[src/rtl/cpu_power_pkg.sv]
// Shared power-state definitions for the CPU halt/sleep controller and its
// decoder / debug views.
//   pwr_state_t   : RUN / HALT / SLEEP / SETTLE encoding
//   settle_cnt_w  : width of the oscillator settle counter (minimum 1 bit)
package cpu_power_pkg;

    typedef enum logic [1:0] {PWR_RUN, PWR_HALT, PWR_SLEEP, PWR_SETTLE} pwr_state_t;

    function automatic int settle_cnt_w(input int cycles);
        int w;
        w = $clog2(cycles + 1);
        return (w < 1) ? 1 : w;
    endfunction

endpackage

[src/rtl/cpu_halt_ctrl_if.sv]
// Handshake bundle between the CPU core/decoder and the halt controller.
//   master : core side; drives tick strobe, HALT/SLP pulses, interrupt state
//   slave  : controller side; drives step enable, oscillator enable, status,
//            wake pulse and the HALT tick count
interface cpu_halt_ctrl_if #(
    parameter int HALT_CNT_W = 32
);
    logic                  clk_en;
    logic                  halt_req;
    logic                  sleep_req;
    logic                  interrupt_pending;
    logic                  int_enable;
    logic                  cpu_step_en;
    logic                  osc_en;
    logic                  halted;
    logic                  sleeping;
    logic                  wake;
    logic [HALT_CNT_W-1:0] halt_ticks;

    modport master (
        output clk_en, halt_req, sleep_req, interrupt_pending, int_enable,
        input  cpu_step_en, osc_en, halted, sleeping, wake, halt_ticks
    );

    modport slave (
        input  clk_en, halt_req, sleep_req, interrupt_pending, int_enable,
        output cpu_step_en, osc_en, halted, sleeping, wake, halt_ticks
    );
endinterface

[src/rtl/osc_settle_timer.sv]
// Oscillator settle down-counter.
//   clk, reset_n : clock, async active-low reset (count clears to 0)
//   load         : load OSC_SETTLE_CYCLES-1
//   dec          : decrement by one per clk; holds at 0, never wraps
//   done         : count is 0
module osc_settle_timer
    import cpu_power_pkg::*;
#(
    parameter int OSC_SETTLE_CYCLES = 16
) (
    input  logic clk,
    input  logic reset_n,
    input  logic load,
    input  logic dec,
    output logic done
);
    localparam int CW = settle_cnt_w(OSC_SETTLE_CYCLES);
    // With a zero settle time the timer is never loaded; keep the load
    // value legal anyway.
    localparam logic [CW-1:0] LOAD_VAL =
        CW'((OSC_SETTLE_CYCLES > 0) ? OSC_SETTLE_CYCLES - 1 : 0);

    logic [CW-1:0] cnt;

    always_ff @(posedge clk or negedge reset_n) begin
        if (!reset_n)
            cnt <= '0;
        else if (load)
            cnt <= LOAD_VAL;
        else if (dec && cnt != '0)
            cnt <= cnt - 1'b1;
    end

    assign done = (cnt == '0);
endmodule

[src/rtl/cpu_halt_ctrl.sv]
// CPU power-state controller downstream of HALT/SLP execution.
//   clk, reset_n : system clock, async active-low reset
//   bus (slave)  : clk_en / halt_req / sleep_req / interrupt_pending /
//                  int_enable in; cpu_step_en / osc_en / halted / sleeping /
//                  wake / halt_ticks out
// HALT gates the core step enable until an enabled interrupt arrives on a
// clk_en tick. SLP additionally stops the oscillator; wake-up is evaluated
// every clk and is followed by an OSC_SETTLE_CYCLES hold before RUN.
// Optional macro CPU_HALT_TICK_COUNT_EN enables the saturating halt_ticks
// counter; otherwise halt_ticks is tied to 0.
module cpu_halt_ctrl
    import cpu_power_pkg::*;
#(
    parameter int OSC_SETTLE_CYCLES = 16,
    parameter int HALT_CNT_W        = 32
) (
    input  logic            clk,
    input  logic            reset_n,
    cpu_halt_ctrl_if.slave  bus
);
    pwr_state_t state, state_nxt;
    logic       wake_q, wake_nxt;
    logic       tmr_load, tmr_done;
    logic       wake_cond;

    assign wake_cond = bus.interrupt_pending & bus.int_enable;

    osc_settle_timer #(
        .OSC_SETTLE_CYCLES (OSC_SETTLE_CYCLES)
    ) u_settle (
        .clk     (clk),
        .reset_n (reset_n),
        .load    (tmr_load),
        .dec     (state == PWR_SETTLE),
        .done    (tmr_done)
    );

    always_ff @(posedge clk or negedge reset_n) begin
        if (!reset_n) begin
            state  <= PWR_RUN;
            wake_q <= 1'b0;
        end else begin
            state  <= state_nxt;
            wake_q <= wake_nxt;
        end
    end

    always_comb begin
        state_nxt = state;
        wake_nxt  = 1'b0;
        tmr_load  = 1'b0;
        case (state)
            PWR_RUN: begin
                // SLP wins over a simultaneous HALT.
                if (bus.sleep_req)
                    state_nxt = PWR_SLEEP;
                else if (bus.halt_req)
                    state_nxt = PWR_HALT;
            end
            PWR_HALT: begin
                if (bus.clk_en && wake_cond) begin
                    state_nxt = PWR_RUN;
                    wake_nxt  = 1'b1;
                end
            end
            PWR_SLEEP: begin
                // clk_en is dead while the oscillator is off.
                if (wake_cond) begin
                    if (OSC_SETTLE_CYCLES == 0) begin
                        state_nxt = PWR_RUN;
                        wake_nxt  = 1'b1;
                    end else begin
                        state_nxt = PWR_SETTLE;
                        tmr_load  = 1'b1;
                    end
                end
            end
            PWR_SETTLE: begin
                // Committed wake: interrupt deassertion does not abort.
                if (tmr_done) begin
                    state_nxt = PWR_RUN;
                    wake_nxt  = 1'b1;
                end
            end
            default: state_nxt = PWR_RUN;
        endcase
    end

    assign bus.cpu_step_en = (state == PWR_RUN) & bus.clk_en & reset_n;
    assign bus.osc_en      = (state != PWR_SLEEP);
    assign bus.halted      = (state == PWR_HALT);
    assign bus.sleeping    = (state == PWR_SLEEP) | (state == PWR_SETTLE);
    assign bus.wake        = wake_q;

`ifdef CPU_HALT_TICK_COUNT_EN
    logic [HALT_CNT_W-1:0] ticks;

    always_ff @(posedge clk or negedge reset_n) begin
        if (!reset_n)
            ticks <= '0;
        else if (state == PWR_HALT && bus.clk_en && ticks != '1)
            ticks <= ticks + 1'b1;
    end

    assign bus.halt_ticks = ticks;
`else
    assign bus.halt_ticks = '0;
`endif
endmodule

[src/flat_wrapper.sv]
// flat-port wrapper written by rule: the top's interface ports become plain ports
module cpu_halt_ctrl_flat import cpu_power_pkg::*;
#(
    parameter int OSC_SETTLE_CYCLES = 16,
    parameter int HALT_CNT_W        = 32
)
  (clk, reset_n, bus_clk_en, bus_halt_req, bus_sleep_req, bus_interrupt_pending, bus_int_enable, bus_cpu_step_en, bus_osc_en, bus_halted, bus_sleeping, bus_wake, bus_halt_ticks);
  cpu_halt_ctrl_if #(.HALT_CNT_W(HALT_CNT_W)) bus_i ();
  input  logic clk;
  input  logic reset_n;
  input wire logic [$bits(bus_i.clk_en)-1:0] bus_clk_en;
  input wire logic [$bits(bus_i.halt_req)-1:0] bus_halt_req;
  input wire logic [$bits(bus_i.sleep_req)-1:0] bus_sleep_req;
  input wire logic [$bits(bus_i.interrupt_pending)-1:0] bus_interrupt_pending;
  input wire logic [$bits(bus_i.int_enable)-1:0] bus_int_enable;
  output wire logic [$bits(bus_i.cpu_step_en)-1:0] bus_cpu_step_en;
  output wire logic [$bits(bus_i.osc_en)-1:0] bus_osc_en;
  output wire logic [$bits(bus_i.halted)-1:0] bus_halted;
  output wire logic [$bits(bus_i.sleeping)-1:0] bus_sleeping;
  output wire logic [$bits(bus_i.wake)-1:0] bus_wake;
  output wire logic [$bits(bus_i.halt_ticks)-1:0] bus_halt_ticks;
  assign bus_i.clk_en = bus_clk_en;
  assign bus_i.halt_req = bus_halt_req;
  assign bus_i.sleep_req = bus_sleep_req;
  assign bus_i.interrupt_pending = bus_interrupt_pending;
  assign bus_i.int_enable = bus_int_enable;
  assign bus_cpu_step_en = bus_i.cpu_step_en;
  assign bus_osc_en = bus_i.osc_en;
  assign bus_halted = bus_i.halted;
  assign bus_sleeping = bus_i.sleeping;
  assign bus_wake = bus_i.wake;
  assign bus_halt_ticks = bus_i.halt_ticks;
  cpu_halt_ctrl #(.OSC_SETTLE_CYCLES(OSC_SETTLE_CYCLES), .HALT_CNT_W(HALT_CNT_W)) u_core (.clk(clk), .reset_n(reset_n), .bus(bus_i));
endmodule
[config.mk]
export PLATFORM = sky130hd
export DESIGN_NAME = cpu_halt_ctrl_flat
export DESIGN_NICKNAME = d
export VERILOG_FILES = /design/src/rtl/cpu_power_pkg.sv /design/src/rtl/cpu_halt_ctrl_if.sv /design/src/rtl/osc_settle_timer.sv /design/src/rtl/cpu_halt_ctrl.sv /design/src/flat_wrapper.sv
export SDC_FILE = /design/constraint.sdc
export NUM_CORES = 1
export LEC_CHECK = 0
export BUFFER_PORTS_ARGS = -buffer_cell sky130_fd_sc_hd__buf_2
export CORE_AREA = 3 3 46 48
export CTS_CLUSTER_SIZE = 28
export DETAILED_ROUTE_END_ITERATION = 16
export DIE_AREA = 0 0 49 51
export GPL_TIMING_DRIVEN = 0
export PLACE_DENSITY = 0.72
export SYNTH_ARGS = -nofsm -noshare
export SYNTH_HDL_FRONTEND = slang
export SYNTH_SLANG_ARGS = --single-unit
[constraint.sdc]
create_clock -name clk -period 1.95 [get_ports clk]
set_clock_uncertainty 0.15 [all_clocks]
set_input_delay 0.0975 -clock clk [delete_from_list [all_inputs] [get_ports clk]]
set_output_delay 0.0975 -clock clk [all_outputs]
set_load 0.05 [all_outputs]
==> results of run 1 <==
cells by family after synthesis:
kind of cell / synth area share [%]
compound gates: 7.91
mux: 3.60
fa+ha+maj: 1.80
other cells: 0.539
simple gates: 17.8
flops: 28.8
buf+inv: 39.6
cell usage after synthesis, types with 2 or more instances:
master	number
nor3_1	3
clkbuf_1	2
nand3_1	3
dfrtp_1	8
nor2_1	3
nand2_1	7
a31oi_1	3
inv_1	3
o21ai_0	3
buf_4	32
registers in the layout (all words and copies together), names as in the netlist:
signal               cells
u_core.u_settle.cnt      5
u_core.bus.wake          1
u_core.state             2
power groups by stage:
stage                     clock [mW]  combinational (mW)  sequential (mW)
after global routing           0.139               0.667            0.301
final                          0.124               0.603            0.291
after CTS                      0.126               0.564            0.284
after floorplan                    0               0.476            0.278
after detailed placement           0               0.559            0.286
after global placement             0               0.542            0.283
per-layer routing:
layer  part of all wire (%)  GRT usage (%)  routed length [um]
met5                      0              0                   0
met4                   0.52           2.84                   7
met3                    9.4           5.83                 126
met2                     53           19.0                 709
met1                     37           11.1                 495
final cells by class:
class / count / share of cell area, %
sequential: 8 / 20.6
timing repair buffer: 14 / 8.77
multi-input combinational: 67 / 36.6
tap: 25 / 3.23
buffer: 36 / 27.2
inverter: 3 / 1.16
clock buffer: 3 / 2.32
per-stage QoR:
step                cells  power (mW)  hold WS, ns  util (%)
finish                156        1.02       0.0535      55.6
global route          156        1.11       0.0756      55.6
CTS                   156       0.975       0.0582      54.5
global placement      150       0.825       -0.197      51.5
floorplan             114       0.753       -0.348         -
detailed placement    150       0.844       -0.195      51.5
worst max path at each step:
stage / start / end / slack, ns / depth (start not counted)
2_1_floorplan: u_core.state[1] / bus_cpu_step_en / 0.13 / 2
3_3_place_gp: u_core.u_settle.cnt[0] / u_core.u_settle.cnt[2] / 0.12 / 6
3_5_place_dp: u_core.u_settle.cnt[0] / u_core.u_settle.cnt[2] / 0.05 / 6
4_1_cts: u_core.u_settle.cnt[0] / u_core.u_settle.cnt[2] / 0.06 / 6
5_1_grt: u_core.u_settle.cnt[0] / u_core.u_settle.cnt[2] / 0.01 / 6
6_report: u_core.u_settle.cnt[0] / u_core.u_settle.cnt[2] / 0.09 / 6
critical path: stages, from the launching register on:
cell	delay, ns
dfrtp_1	0.39
inv_1	0.13
ha_4	0.18
or4b_1	0.42
buf_2	0.17
a311oi_2	0.24
a31oi_1	0.06
timing repair:
item / 4_1_cts / 5_1_grt
hold endpoints to repair: 10 / 0
gates resized for setup: 0 / 3
setup endpoints to repair: 0 / 3
setup buffers: 0 / 0
hold buffers: 3 / 0
==> metrics, run 1 <==
vias in the first global route=496; WP data arrival=1.83 ns; final worst-path setup slack=0.0942 ns; Area contributors post-synth=buf_4 (35%), dfrtp_1 (29%), nand2_1 (3.8%), a31oi_1 (2.7%), nand3_1 (2.2%); RSZ-0062 raised after global routing=false; Diodes inserted=0; First DRT Iteration DRCs=10; combinational share of power=59.3%; final setup violation count=0; r2r endpoint=u_core.u_settle.cnt[2]; Multi-input gate area=355 um^2; Post-synth top flop=dfrtp_1; Via-to-Cell Ratio=3.73; Synth top area share=34.5%; global-route wire length before repair=2.06 mm; Worst setup SP type=flop; Total Routing Usage GR=10.8%; Post-Synthesis Cells=83; fin area=970 um^2; P&R area growth vs syn=39.4%; HP Start=bus_int_enable; status=finished clean; largest net degree at the start of global routing=11; register area share after synthesis=28.8%; RD Place Congestion=0.802; number of flops mapped to enable cells by yosys=0; core box area=1750 um^2; average cell area after synthesis=8.38 um^2; pre-CTS worst setup slack=0.0472 ns; worst-case clock buffer depth=2; class of the worst hold path=in2reg; final WL=1.34 mm; die width=49 um; flop and latch count out of synthesis=8; # nets final=141; final hold violation count=0; Max Transition Viols Final=0; post-synth top area cell=buf_4; Ys Warns=0; DRC viols=0; fin crit period=1.86 ns; worst flop-to-flop path startpoint=u_core.u_settle.cnt[0]; post-route ant nets=0; Clock power frac=12.2%; routed length per instance=8.58 um; htree depth=1; CTS buffer count=3; Clock transition at path regs=0.05 ns; post-synthesis cell area=696 um^2; final global-route overflow total=0; Ports=44; Setup CP Type=reg2reg; Pre-antenna DRT Iters=4; Initial Util=39.9%; Leak=0.562 nW; Reg2Reg Depth=6; die height=51 um; vias post-DR=582; slack of the worst reg-to-reg path=0.09 ns; die footprint=2500 um^2; Int Pwr=0.503 mW; Pwr Density=1050 nW/um^2; Worst EP required=1.93 ns; Critical Path Sink Type=flop; FP Rows=15; async set-reset flop share out of synthesis=100%; Unique masters post-synth=26; fmax=539 MHz; period utilization=95.2%; share of cells above drive strength 1=39.7%; sequential cell area=200 um^2; Fillers=167; detailed placement HPWL=1.05 mm; Area after DPL=898 um^2; initial antenna violation count=0; Worst Hold Endpoint=u_core.state[0]; Reg power frac=28.6%; switching share of power=50.5%; setup TNS=0 ns; clk root buf=clkbuf_4; IO buf count=11; most frequent cells in the layout=buf_4 (32), conb_1 (32), buf_2 (12); max cap viols=0; Peak VDD IR=0.471 mV; Crit Path Max Fanout=6; Net Sw Power=0.514 mW; worst-skew pair later-pin latency=0.25 ns; clk sinks=8; CTS tree=built; Worst Hold Depth=4
Note: power is estimated with default switching activity, not from simulation.
==> run 2: changes to the inputs <==
- CORE_AREA: 3 3 46 48 -> 3 3 45 47
- CTS_BUF_LIST: not set -> sky130_fd_sc_hd__clkbuf_4 sky130_fd_sc_hd__clkbuf_8
- DIE_AREA: 0 0 49 51 -> 0 0 48 50
- PLACE_DENSITY: 0.72 -> 0.75
==> run 2 against run 1 <==
  * Critical path depth unchanged
  * Via count up 4.3%
  * Worst hold slack better by 0.012 ns
  * Utilization rose by 1.3 points
  * Final cell count decreased by 5.1%
  * Die area decreased by 4.0%
  * Non-clock buffer count did not move
  * First-iteration DRC count decreased by 60%
  * Worst setup slack better by 0.0036 ns
  * Combinational power is essentially flat
  * Count of clock-buffer cells in the layout is the same
  * Global-route usage increased by 0.39 points
  * Critical endpoint unchanged
==> metrics, run 2 (synthesis gave the netlist of run 1 again) <==
routed length per instance=9.37 um (+9.2%); Reg power frac=28.5% (about the same); worst hold slack=0.0650 ns (+0.0115 ns); Pwr Density=1060 nW/um^2 (+0.85%); Pre-antenna DRT Iters=4 (unchanged); most flop-heavy register=u_core.u_settle.cnt; First DRT Iteration DRCs=4 (-6); Net Sw Power=0.513 mW (-0.26%); sequential cell area=200 um^2 (unchanged); clk sinks=8 (unchanged); Peak VDD IR=0.578 mV (+23%); Crit Path Max Fanout=6 (unchanged); DRC viols=0 (unchanged); vias post-DR=607 (+4.3%); FP Rows=15 (unchanged); most frequent cells in the layout=buf_4 (32), conb_1 (32), buf_2 (12); post-route ant nets=0 (unchanged); Clock power frac=12.1% (about the same); Setup CP Type=reg2reg; Multi-input gate area=355 um^2 (unchanged); fmax=540 MHz (+0.20%); clk root buf=clkbuf_4; max reg flops=5 (unchanged); class of the worst hold path=in2reg; largest net degree at the start of global routing=11 (unchanged); final hold violation count=0 (unchanged); IO buf count=11 (unchanged); max cap viols=0 (unchanged); Area after DPL=888 um^2 (-1.1%); Leak=0.562 nW (unchanged); die width=48 um (-2.0%); # nets final=141 (unchanged); CTS buffer count=3 (unchanged); final setup violation count=0 (unchanged); dpl cells=142 (-5.3%); fin area=960 um^2 (-1.0%); detailed placement HPWL=1.09 mm (+3.7%); Max Transition Viols Final=0 (unchanged); share of cells above drive strength 1=39.7% (unchanged); Clock transition at path regs=0.06 ns (about the same); worst-skew pair later-pin latency=0.25 ns (about the same); Worst EP required=1.93 ns (about the same); core box area=1690 um^2 (-3.2%); Total Routing Usage GR=11.1% (+0.39 points); WP data arrival=1.83 ns (about the same); Worst setup SP type=flop; die height=50 um (-2.0%); status=finished clean; post-CTS repair timing setup buffer count=0 (unchanged); die footprint=2400 um^2 (-4.0%); Via-to-Cell Ratio=4.10 (+9.9%); setup TNS=0 ns (unchanged); period utilization=95.0% (-0.19 points); Int Pwr=0.503 mW (-0.13%); Diodes inserted=0 (unchanged); vias in the first global route=497 (+0.20%); htree depth=1 (unchanged); RD Place Congestion=0.691 (-14%); Non-Filler Instances=148 (-5.1%); combinational share of power=59.4% (about the same); P&R area growth vs syn=37.9%; switching share of power=50.5% (about the same); initial antenna violation count=0 (unchanged); Initial Util=41.2% (+1.3 points); final WL=1.39 mm (+3.6%); global-route wire length before repair=1.91 mm (-7.4%); worst-case clock buffer depth=2 (unchanged); Fillers=156 (-6.6%); CTS tree=built; fin crit period=1.85 ns (-0.00363 ns); final global-route overflow total=0 (unchanged); RSZ-0062 raised after global routing=false; Critical Path Sink Type=flop; Ports=44 (unchanged)
-- run 2: cell counts in the layout (fill, tap and decap cells not counted) --
Identical to the previous run, type by type.
-- run 2: final cells by class --
| cell class | count | area share [%] |
|---|---|---|
| repair buffers | 14 | 8.87 |
| multi-input cells | 67 | 37.0 |
| well taps | 17 | 2.22 |
| clock buffers | 3 | 2.35 |
| flip-flops and latches | 8 | 20.9 |
| inverters | 3 | 1.17 |
| plain buffers | 36 | 27.5 |
-- run 2: layer usage --
metal / GRT usage (%) / vias to the layer above / wire (um)
met2: 18.3 / 29 / 779
li1: - / 306 / -
met4: 2.24 / 0 / 0
met5: 0 / - / 0
met1: 12.7 / 272 / 459
met3: 5.47 / 0 / 148
-- run 2: final timing paths --
check | cells past startpoint | from | slack [ns] | endpoint
worst max-delay path | 6 | u_core.u_settle.cnt[0] | 0.1 | u_core.u_settle.cnt[2]
worst min-delay path | 4 | bus_int_enable | 0.07 | u_core.state[0]
worst max register to register | 6 | u_core.u_settle.cnt[0] | 0.1 | u_core.u_settle.cnt[2]
worst min register to register | 2 | u_core.u_settle.cnt[4] | 0.38 | u_core.u_settle.cnt[4]
max in group asynchronous | 2 | reset_n | 1.39 | u_core.state[0]
min in group asynchronous | 2 | reset_n | 0.08 | u_core.u_settle.cnt[3]
-- run 2: power groups by stage --
| stage | logic (mW) | clock network [mW] | registers, mW |
|---|---|---|---|
| global route | 0.650 | 0.133 | 0.299 |
| detailed placement | 0.553 | 0 | 0.290 |
| global placement | 0.541 | 0 | 0.282 |
| floorplan | 0.476 | 0 | 0.278 |
| CTS | 0.560 | 0.126 | 0.287 |
| finish | 0.603 | 0.123 | 0.290 |
-- run 2: repair_timing --
item / 4_1_cts / 5_1_grt
setup endpoints to repair: 0 / 1
gates resized for setup: 0 / 3
hold endpoints to repair: 10 / 0
hold buffers: 3 / 0
-- run 2: through the flow --
| stage | utilization [%] | total power [mW] | setup WS, ns |
|---|---|---|---|
| detailed placement | 52.6 | 0.843 | 0.0663 |
| CTS | 55.7 | 0.973 | 0.0625 |
| finish | 56.8 | 1.02 | 0.0978 |
| global route | 56.8 | 1.08 | 0.0169 |
| global placement | 52.6 | 0.823 | 0.123 |
| floorplan | - | 0.753 | 0.126 |
-- run 2: critical path, stage by stage, from the launching register on --
cell	delay, ns
dfrtp_1	0.39
inv_1	0.13
ha_4	0.17
or4b_1	0.42
buf_2	0.17
a311oi_2	0.24
a31oi_1	0.06
==> run 3: changes to the inputs <==
- clock period: 1.95 -> 2.1 ns (I/O delays scaled with it)
==> run 3 against run 2 <==
  * Clock power shrank 9%
  * Cell area shrank 3.0%
  * Routed wire length down 7.8%
  * Count of clock-buffer cells in the layout unchanged
  * Non-clock buffer count down 1
  * Register-to-register slack improved by 0.11 ns
  * Final cell count decreased by 0.68%
  * Critical endpoint unchanged
  * Largest cell class is now buffers
  * Largest power group unchanged
==> metrics, run 3 (synthesis gave the netlist of run 1 again) <==
slowest stage delay, CP=0.43 ns (about the same); share of cells above drive strength 1=38.5% (-1.2 points); RSZ-0062 raised after global routing=false; met2 routed WL=698 um (-10%); vias post-DR=585 (-3.6%); global-route wire length before repair=1.88 mm (-1.5%); CTS tree=built; CP startpoint=u_core.u_settle.cnt[0]; Crit Path Max Fanout=6 (unchanged); final hold violation count=0 (unchanged); setup TNS=0 ns (unchanged); DRC viols=0 (unchanged); HP Start=bus_sleep_req; clk root buf=clkbuf_4; htree depth=1 (unchanged); clk sinks=8 (unchanged); worst flop-to-flop path startpoint=u_core.u_settle.cnt[0]; post-CTS sizing=0 (unchanged); die height=50 um (unchanged); fmax=530 MHz (-1.9%); Pwr Density=966 nW/um^2 (-8.8%); class of the worst hold path=in2reg; Ports=44 (unchanged); IO buf count=11 (unchanged); Max Transition Viols Final=0 (unchanged); status=finished clean; most frequent cells in the layout=buf_4 (32), conb_1 (32), buf_2 (12); top routing layer in use=met3; routed wl met3=140 um (-5.4%); die footprint=2400 um^2 (unchanged); # nets final=140 (-0.71%); Clock transition at path regs=0.05 ns (about the same); Reg2Reg Depth=6 (unchanged); cell family with most CP delay=simple AND/OR/NAND/NOR gates; Initial Util=41.2% (unchanged); largest net degree at the start of global routing=11 (unchanged); Worst Hold Depth=3 (-1); most flop-heavy register=u_core.u_settle.cnt; Crit-path slowest cell=or4b_1; Worst EP required=2.07 ns (+0.14 ns); routed length per instance=8.70 um (-7.2%); wire length on met1=441 um (-3.9%); max cap viols=0 (unchanged); Via-to-Cell Ratio=3.98 (-3.0%); fin crit period=1.89 ns (+0.0360 ns); final setup violation count=0 (unchanged); PnR Total Power=0.899 mW (-11%); worst-case clock buffer depth=2 (unchanged); WP data arrival=1.86 ns (+0.03 ns); FP Rows=15 (unchanged); worst path bufs/invs=2 (unchanged); Critical Path, Cell by Cell=inv_1 -> ha_1 -> or4b_1 -> buf_2 -> a311oi_1 -> a31oi_1; final WL=1.28 mm (-7.8%); fin area=931 um^2 (-3.0%); Area after DPL=888 um^2 (unchanged); period utilization=89.9% (-5.1 points); r2r endpoint=u_core.u_settle.cnt[2]; RD Place Congestion=0.691 (unchanged); CTS buffer count=3 (unchanged); Diodes inserted=0 (unchanged); Worst Hold Endpoint=u_core.state[1]; detailed placement HPWL=1.09 mm (unchanged); core box area=1690 um^2 (unchanged); vias in the first global route=481 (-3.2%); Pre-antenna DRT Iters=4 (unchanged); die width=48 um (unchanged); post-CTS repair timing setup buffer count=0 (unchanged); Layout Utilization=55.1% (-1.7 points); final global-route overflow total=0 (unchanged); max reg flops=5 (unchanged); worst hold slack=0.00942 ns (-0.0556 ns); worst-skew pair later-pin latency=0.25 ns (about the same); slack of the worst reg-to-reg path=0.21 ns (+0.11 ns); P&R area growth vs syn=33.8%; First DRT Iteration DRCs=8 (+4); Setup CP Type=reg2reg; Worst setup SP type=flop; Total Routing Usage GR=10.9% (-0.21 points); initial antenna violation count=0 (unchanged); Leak=0.557 nW (-0.90%); post-route ant nets=0 (unchanged); Peak VDD IR=0.533 mV (-7.7%); Critical Path Sink Type=flop
## run 3: cell types whose count changed in the layout (fill, tap and decap cells not counted), sizes merged
cell,before,now
dlygate4sd3,3,2
## run 3: what timing repair did
| action | CTS | global route |
|---|---|---|
| endpoints found under the hold margin | 9 | 0 |
| endpoints found under the setup margin | 0 | 0 |
| hold buffers | 2 | 0 |
## run 3: through the flow
step | setup WS [ns] | std cells
global placement | 0.273 | 142
CTS | 0.212 | 147
detailed placement | 0.216 | 142
finish | 0.212 | 147
floorplan | 0.268 | 114
global route | 0.0903 | 147
## run 3: worst reg2reg max path, cell delays in order (launching register included)
cell and delay (ns):
dfrtp_1 0.39, inv_1 0.09, ha_1 0.22, or4b_1 0.43, buf_2 0.16, a311oi_1 0.26, a31oi_1 0.06
## run 3: layout make-up
type,instances,area [um^2]
timing repair buffer,13,75.1
fill,160,758
clock buffer,3,22.5
inverter,3,11.3
multi-input combinational,67,337
tap,17,21.3
buffer,36,264
sequential,8,200
## run 3: worst max-delay path by stage
stage,to,cells past startpoint
2_1_floorplan,bus_cpu_step_en,2
3_3_place_gp,u_core.u_settle.cnt[2],6
3_5_place_dp,u_core.u_settle.cnt[2],6
4_1_cts,u_core.u_settle.cnt[2],6
5_1_grt,u_core.u_settle.cnt[2],6
6_report,u_core.u_settle.cnt[2],6
## run 3: routing by layer
metal | vias to the layer above | global-route usage (%)
met1 | 256 | 12.9
li1 | 304 | -
met2 | 25 | 17.4
met4 | 0 | 2.24
met3 | 0 | 5.47
met5 | - | 0
## run 3: where the power goes
| part | switching, mW | internal, mW | leakage, nW | total, mW |
|---|---|---|---|---|
| Clock | 0.0473 | 0.0651 | 0.0138 | 0.112 |
| Combinational | 0.348 | 0.171 | 0.451 | 0.519 |
| Sequential | 0.0588 | 0.209 | 0.0915 | 0.268 |
